**config.mk**
```make
export PLATFORM = sky130hd
export DESIGN_NAME = ieee488_device_hs
export DESIGN_NICKNAME = d
export VERILOG_FILES = /design/src/rtl/ieee488_device_hs.sv
export SDC_FILE = /design/constraint.sdc
export NUM_CORES = 1
export LEC_CHECK = 0
export CAP_MARGIN = 20
export CORE_MARGIN = 2
export CORE_UTILIZATION = 30
export DETAILED_ROUTE_END_ITERATION = 8
export GPL_TIMING_DRIVEN = 0
export PLACE_DENSITY_LB_ADDON = 0.08
export SETUP_SLACK_MARGIN = 0.5
export SYNTH_ARGS = -nofsm -noshare
export SYNTH_HDL_FRONTEND = slang
export SYNTH_SLANG_ARGS = --single-unit
```
**constraint.sdc**
```tcl
create_clock -name clk -period 2.49 [get_ports clk]
set_input_delay 0.498 -clock clk [delete_from_list [all_inputs] [get_ports clk]]
set_output_delay 0.498 -clock clk [all_outputs]
set_load 0.005 [all_outputs]
```
**src/rtl/ieee488_device_hs.sv**
```systemverilog
// Device-side IEEE-488 acceptor/source handshake engine.
// Converts open-collector bus traffic into a one-entry receive buffer and a valid/ready transmit port.
module ieee488_device_hs #(
   parameter int SETTLE_CE   = 2,
   parameter int SYNC_STAGES = 2
) (
   input  logic       clk,
   input  logic       reset_n,
   input  logic       ce,
   input  logic       listen,
   input  logic       talk,
   input  logic [7:0] ieee488_data_i,
   input  logic       ieee488_atn_i,
   input  logic       ieee488_dav_i,
   input  logic       ieee488_eoi_i,
   input  logic       ieee488_nrfd_i,
   input  logic       ieee488_ndac_i,
   input  logic       ieee488_ifc_i,
   output logic [7:0] ieee488_data_o,
   output logic       ieee488_dav_o,
   output logic       ieee488_eoi_o,
   output logic       ieee488_nrfd_o,
   output logic       ieee488_ndac_o,
   output logic [7:0] rx_data,
   output logic       rx_eoi,
   output logic       rx_atn,
   output logic       rx_valid,
   input  logic       rx_ready,
   input  logic [7:0] tx_data,
   input  logic       tx_eoi,
   input  logic       tx_valid,
   output logic       tx_ready,
   output logic       tx_err
);

   localparam int CW  = $clog2(SETTLE_CE + 2);
   localparam int NIN = 14;

   typedef enum logic [1:0] {AH_AIDS = 2'd0, AH_ANRS = 2'd1, AH_ACRS = 2'd2, AH_AWNS = 2'd3} ah_state_t;
   typedef enum logic [1:0] {SH_SIDS = 2'd0, SH_SGNS = 2'd1, SH_SDYS = 2'd2, SH_STRS = 2'd3} sh_state_t;

   logic [NIN-1:0] sync_r [SYNC_STAGES];
   logic [NIN-1:0] bus_s;
   logic [7:0]     data_s;
   logic           atn_s, dav_s, eoi_s, nrfd_s, ndac_s, ifc_s;
   logic           acc_active_s, src_en_s;

   ah_state_t      ah_state_r;
   sh_state_t      sh_state_r;
   logic           nrfd_r, ndac_r, dav_r, eoi_o_r;
   logic [7:0]     data_o_r, rx_data_r;
   logic           rx_eoi_r, rx_atn_r, rx_valid_r, tx_ready_r, tx_err_r;
   logic [CW-1:0]  settle_r;

   // Bus input synchroniser chain; idle (released) level out of reset
   always_ff @(posedge clk or negedge reset_n) begin
      if (!reset_n) begin
         for (int i = 0; i < SYNC_STAGES; i++) sync_r[i] <= '1;
      end else begin
         sync_r[0] <= {ieee488_ifc_i, ieee488_ndac_i, ieee488_nrfd_i, ieee488_eoi_i,
                       ieee488_dav_i, ieee488_atn_i, ieee488_data_i};
         for (int i = 1; i < SYNC_STAGES; i++) sync_r[i] <= sync_r[i-1];
      end
   end

   assign bus_s        = sync_r[SYNC_STAGES-1];
   assign data_s       = bus_s[7:0];
   assign atn_s        = bus_s[8];
   assign dav_s        = bus_s[9];
   assign eoi_s        = bus_s[10];
   assign nrfd_s       = bus_s[11];
   assign ndac_s       = bus_s[12];
   assign ifc_s        = bus_s[13];
   assign acc_active_s = listen | ~atn_s;
   assign src_en_s     = talk & atn_s;

   // Acceptor handshake and receive buffer
   always_ff @(posedge clk or negedge reset_n) begin
      if (!reset_n) begin
         ah_state_r <= AH_AIDS;
         nrfd_r     <= 1'b1;
         ndac_r     <= 1'b1;
         rx_data_r  <= 8'h00;
         rx_eoi_r   <= 1'b0;
         rx_atn_r   <= 1'b0;
         rx_valid_r <= 1'b0;
      end else begin
         if (rx_valid_r && rx_ready) rx_valid_r <= 1'b0;
         if (!ifc_s) begin
            ah_state_r <= AH_AIDS;
            nrfd_r     <= 1'b1;
            ndac_r     <= 1'b1;
         end else begin
            case (ah_state_r)
               AH_AIDS: begin
                  if (acc_active_s) begin
                     ah_state_r <= AH_ANRS;
                     nrfd_r     <= 1'b0;
                     ndac_r     <= 1'b0;
                  end else begin
                     nrfd_r <= 1'b1;
                     ndac_r <= 1'b1;
                  end
               end
               AH_ANRS: begin
                  if (!acc_active_s) begin
                     ah_state_r <= AH_AIDS;
                     nrfd_r     <= 1'b1;
                     ndac_r     <= 1'b1;
                  end else if (!rx_valid_r && dav_s) begin
                     ah_state_r <= AH_ACRS;
                     nrfd_r     <= 1'b1;
                     ndac_r     <= 1'b0;
                  end else begin
                     nrfd_r <= 1'b0;
                     ndac_r <= 1'b0;
                  end
               end
               AH_ACRS: begin
                  if (!acc_active_s) begin
                     ah_state_r <= AH_AIDS;
                     nrfd_r     <= 1'b1;
                     ndac_r     <= 1'b1;
                  end else if (!dav_s) begin
                     // Bus data and flags are negative logic
                     rx_data_r  <= ~data_s;
                     rx_eoi_r   <= ~eoi_s;
                     rx_atn_r   <= ~atn_s;
                     rx_valid_r <= 1'b1;
                     ah_state_r <= AH_AWNS;
                     nrfd_r     <= 1'b0;
                     ndac_r     <= 1'b1;
                  end else begin
                     nrfd_r <= 1'b1;
                     ndac_r <= 1'b0;
                  end
               end
               AH_AWNS: begin
                  if (dav_s) begin
                     ah_state_r <= AH_ANRS;
                     nrfd_r     <= 1'b0;
                     ndac_r     <= 1'b0;
                  end else begin
                     nrfd_r <= 1'b0;
                     ndac_r <= 1'b1;
                  end
               end
               default: begin
                  ah_state_r <= AH_AIDS;
                  nrfd_r     <= 1'b1;
                  ndac_r     <= 1'b1;
               end
            endcase
         end
      end
   end

   // Source handshake with data/EOI settle time before DAV
   always_ff @(posedge clk or negedge reset_n) begin
      if (!reset_n) begin
         sh_state_r <= SH_SIDS;
         dav_r      <= 1'b1;
         eoi_o_r    <= 1'b1;
         data_o_r   <= 8'hFF;
         tx_ready_r <= 1'b0;
         tx_err_r   <= 1'b0;
         settle_r   <= '0;
      end else begin
         tx_err_r <= 1'b0;
         if (!ifc_s || !src_en_s) begin
            sh_state_r <= SH_SIDS;
            dav_r      <= 1'b1;
            eoi_o_r    <= 1'b1;
            data_o_r   <= 8'hFF;
            tx_ready_r <= 1'b0;
            settle_r   <= '0;
         end else begin
            case (sh_state_r)
               SH_SIDS: begin
                  sh_state_r <= SH_SGNS;
                  tx_ready_r <= 1'b1;
               end
               SH_SGNS: begin
                  if (tx_valid && tx_ready_r) begin
                     data_o_r   <= ~tx_data;
                     eoi_o_r    <= ~tx_eoi;
                     settle_r   <= '0;
                     tx_ready_r <= 1'b0;
                     sh_state_r <= SH_SDYS;
                  end else begin
                     tx_ready_r <= 1'b1;
                  end
               end
               SH_SDYS: begin
                  if (settle_r != CW'(SETTLE_CE)) begin
                     if (ce) settle_r <= settle_r + CW'(1);
                     else    settle_r <= settle_r;
                  end else if (nrfd_s && !ndac_s) begin
                     dav_r      <= 1'b0;
                     sh_state_r <= SH_STRS;
                  end else if (nrfd_s && ndac_s) begin
                     // Nobody is holding NDAC: no listener, drop the byte
                     tx_err_r   <= 1'b1;
                     data_o_r   <= 8'hFF;
                     eoi_o_r    <= 1'b1;
                     tx_ready_r <= 1'b1;
                     sh_state_r <= SH_SGNS;
                  end else begin
                     settle_r <= settle_r;
                  end
               end
               SH_STRS: begin
                  if (ndac_s) begin
                     dav_r      <= 1'b1;
                     data_o_r   <= 8'hFF;
                     eoi_o_r    <= 1'b1;
                     tx_ready_r <= 1'b1;
                     sh_state_r <= SH_SGNS;
                  end else begin
                     dav_r <= 1'b0;
                  end
               end
               default: begin
                  sh_state_r <= SH_SIDS;
                  dav_r      <= 1'b1;
                  eoi_o_r    <= 1'b1;
                  data_o_r   <= 8'hFF;
                  tx_ready_r <= 1'b0;
               end
            endcase
         end
      end
   end

   assign ieee488_data_o = data_o_r;
   assign ieee488_dav_o  = dav_r;
   assign ieee488_eoi_o  = eoi_o_r;
   assign ieee488_nrfd_o = nrfd_r;
   assign ieee488_ndac_o = ndac_r;
   assign rx_data        = rx_data_r;
   assign rx_eoi         = rx_eoi_r;
   assign rx_atn         = rx_atn_r;
   assign rx_valid       = rx_valid_r;
   assign tx_ready       = tx_ready_r;
   assign tx_err         = tx_err_r;

endmodule

```
# == Word-level counts from Yosys, hierarchy flattened ==
# Index checks and enable logic that the tools add are counted.
# Widths: inputs -> output; s select.
# word_totals
elab_cells,131
out_inout_bits,25
inputBits,30
reg_bits,59
# op_classes
addsub,1
reduce_logical,23
n_eq_ne,20
n_bitwise,8
n_mux,63
# ops
cell,n
$mux 8,6
$mux 2,17
$mux 1,31
$ne 3x3->1 const B,10
$pmux 8 s3,1
$reduce_and 4->1,5
$not 8->8,2
$pmux 2 s4,2
$ne 4x4->1 const B,3
$eq 2x2->1 const B,4
$pmux 1 s4,2
$pmux 1 s3,2
$reduce_and 6->1,1
$reduce_bool 3->1,2
$logic_and 1x1->1,5
$eq 2x1->1 const B,2
$logic_not 1->1,4
$logic_not 2->1,2
$not 1->1,4
$pmux 2 s2,1
$reduce_bool 4->1,1
$reduce_and 3->1,1
$add 2x1->2 const B,1
$ne 2x2->1 const B,1
other kinds (5),5

# == Longest topological paths before layout ==
# logic_depth
depth_word,6
ltp_mapped,7

# == Worst setup path after synthesis ==
# No wires, ideal clock.
# synth_path
path_type,reg-to-reg
startpoint,register sh_state_r[0]
endpoint,"register data_o_r[0], in the netlist ieee488_data_o[0]"
path_slack_ns,0.930
stages_incl_launch_ff,6
setup_ns,0.082
required_time_ns,2.408
arrival_time_ns,1.478
path_cell_list,dfrtp_1 -> ha_1 -> nor2b_2 -> o21ai_2 -> a31oi_4 -> mux2_2
# synth_between
elab_chain_cells,3
word_cells_on_any_way,12
cone_classes,eq/ne (8); mux (2); reduce/logical (2)
# synth_rtl
item,line_no,rtl
start: declaration,49,sh_state_t sh_state_r;
start signal: assignment,161,sh_state_r <= SH_SIDS;
start signal: assignment,171,sh_state_r <= SH_SIDS;
start signal: assignment,180,sh_state_r <= SH_SGNS;
$eq 2x2->1 / $eq 2x1->1 (equally long branches),178,case (sh_state_r)
$ne 3x3->1 (no line) (tied with other cells),-,
$reduce_and 6->1 (no line) / $mux 8 (equally long branches),-,
end signal: assignment,185,data_o_r <= ~tx_data;
end: declaration,51,"logic [7:0] data_o_r, rx_data_r;"
# Parallel ways exist; a longest one is shown, timed or not.
# A chain may end at the register's enable or synchronous reset.

# == Worst setup path after layout ==
# layout_path
startpoint,"register data_o_r[4], in the netlist ieee488_data_o[4]"
endpoint,output ieee488_data_o[4]
# layout_rtl
item,line_no,rtl
end: declaration,19,"output logic [7:0] ieee488_data_o,"
# No word-level cell between the ends.

==> results.toml <==
[status]
status = "finished clean"

[grt]
grt_pass1_vias = 1544
grt_max_degree = 35
grt-ovfl-total = 0
antenna_found_initial = 0
grt_pass1_wl_mm = 7.49
grt_use_total = 0.118

[cells_and_area]
n_antenna_cell = 0
final_area_sq_um = 3230
drive_gt1_frac = 0.301
finalNetCount = 283
fin_util = 0.441
area_growth_syn_to_layout_pct = 40.4
fin_cells = 348

[routing]
drt_wl_total_mm = 4.33
drtIter0Drc = 55
wl_per_cell_um = 12.4
num_vias = 1473
drtAntennaViolNets = 0
dr.pass1.iters = 4
drc = 0
via_per_inst = 4.23

[floorplanning]
die_x_um = 91.6
die-height_um = 91.6
ios = 55
fp.dieArea_sq_um = 8390
core_sq_um = 7330
start_util = 0.314
rows = 31

[timing]
final.min_clock_period_ps = 1870
min_period_over_period = 0.751
rsz0062_at_grt = "no"
setup_tns_ps = 0
timing.fmax_mhz = 535
finalHoldViolations = 0
finalMaxSlewViolations = 0
finalSetupViolCount = 0
tightest_slew_ps = 778
clock_skew_ps = 8.84
slew_headroom = 0.481

[setup_path]
cpPeakStageDelay_ps = 530
path_class = "reg -> out"
cp.buffers_inverters = 1
required_ps = 1990
slowest_stage = "dfstp_2"
startpoint_type = "register"
path_max_fanout = 2
cp.arrival_ps = 1370
path_cells = "clkdlybuf4s50_1"
end_kind = "primary output"
crit_family = "flip-flops"

[synth]
synthCells = 178
netlist-cell-type-count = 32
synthTopCellsByArea = "dfstp_2, dfrtp_1, ha_1"
synth_warnings = 0
ys.flop_type = "dfstp_2"
syn_nets = 217
synth_top_area_frac = 0.457
syn_area_per_cell_sq_um = 12.9
syn_area_sq_um = 2300
yosysTopAreaCell = "dfstp_2"
async_flop_share = 1.00
synth-edff-count = 0
synth-seq-cells = 59
seq_area_frac_synth = 0.663

[pwr]
power_mw = 2.51
power_leakage_nw = 1.28
irDropWorstVdd_uv = 445
powerDensity_nw_per_um2 = 776

[clocking]
cts_root_buffer = "clkbuf_8"
clock_latency_ps = 330
cts_resized = 0
post-cts-setup-buffers = 0
clk_pin_slew_ps = 70
cts_buffers = 9
postCtsHoldBufs = 0
cts.sinks = 59
clockBufferDepth = 2
cts_tree = "yes"
cts_htree_levels = 3

[placed_design]
place_area_sq_um = 2980
dp_hpwl_mm = 2.98
gp_routability_congestion = 0.745
io_buffers = 54
placed_cells = 332

[flow_run]
cap_violations = 0

[min_path]
worstHoldPathType = "in -> async"
path summary, 6_finish.rpt:
check                                  start           endpoint  slack [ps]  cells past startpoint
max                        ieee488_data_o[4]  ieee488_data_o[4]         620                      1
max reg2reg                    sh_state_r[0]  ieee488_data_o[1]         690                      5
min in group clk                  sync_r[27]          bus_s[13]         350                      0
max in group asynchronous            reset_n           bus_s[5]        1560                      2
min                                  reset_n         rx_data[2]         240                      1
min reg2reg                       sync_r[27]          bus_s[13]         350                      0
state kept, by name (all words and copies together) (netlist names):
| signal | cells |
|---|---|
| ah_state_r | 2 |
| bus_s | 14 |
| ieee488_data_o | 8 |
| ieee488_dav_o | 1 |
| ieee488_eoi_o | 1 |
| ieee488_ndac_o | 1 |
| ieee488_nrfd_o | 1 |
| rx_atn | 1 |
| rx_data | 8 |
| rx_eoi | 1 |
| rx_valid | 1 |
| settle_r | 2 |
| sh_state_r | 2 |
| sync_r | 14 |
| tx_err | 1 |
| tx_ready | 1 |
cell usage in the layout (no fill, tap or decap), types with 2 or more instances in the layout:
cell	count
inv_1	8
bufinv_16	3
a211oi_1	2
mux2i_1	4
clkbuf_8	10
mux2_2	9
a21oi_1	7
dfstp_2	40
clkbuf_1	2
nor3_1	4
dfrtp_1	19
ha_1	9
nor2_1	5
nand3b_1	2
o21ai_0	16
nand2_1	28
clkdlybuf4s50_1	53
nor2b_1	3
nand2b_1	3
kinds of logic after synthesis:
family,count (synthesis),share of synthesized area
flip-flops,59,0.663
AND/OR/NAND/NOR,53,0.117
adder cells (fa/ha/maj),9,0.0489
buffers and inverters,12,0.0228
multiplexers,13,0.0614
AO/OA/AOI/OAI,32,0.0864
report_power, final:
| part | leakage (nW) | total [mW] | switching (mW) | internal [mW] |
|---|---|---|---|---|
| logic | 0.475 | 0.319 | 0.126 | 0.194 |
| registers | 0.681 | 1.11 | 0.0436 | 1.07 |
| clock network | 0.123 | 1.07 | 0.381 | 0.693 |
| total | 1.28 | 2.51 | 0.550 | 1.96 |
cell usage after synthesis, types with 2 or more instances:
cell and instances:
a211oi_1 2, a21oi_1 7, clkbuf_1 3, dfrtp_1 19, dfstp_2 40, ha_1 9, inv_1 8, mux2_2 9
mux2i_1 4, nand2_1 28, nand2b_1 3, nand3b_1 2, nor2_1 5, nor2b_1 3, nor3_1 4, o21ai_0 16
metrics by stage:
stage,worst slack (ps),hold WS [ps]
final,620,242
after global routing,503,284
after CTS,582,260
after detailed placement,315,347
after global placement,-980,345
after floorplan,930,202
cell type report:
class	instances	area, sq um
Inverter	8	30.0
Sequential cell	59	1530
Clock inverter	6	111
Clock buffer	10	138
Buffer	4	23.8
Fill cell	705	4100
Timing Repair Buffer	55	556
Tap cell	99	124
Multi-Input combinational cell	107	723
per-layer routing:
layer  track usage  vias up  routed length (um)
met1         0.151      692                2020
met4        0.0568        0                  60
met2         0.162       43                1880
met3        0.0639        6                 361
li1              -      732                   -
met5             0        -                   0
Note: power is estimated with default switching activity, not from simulation.
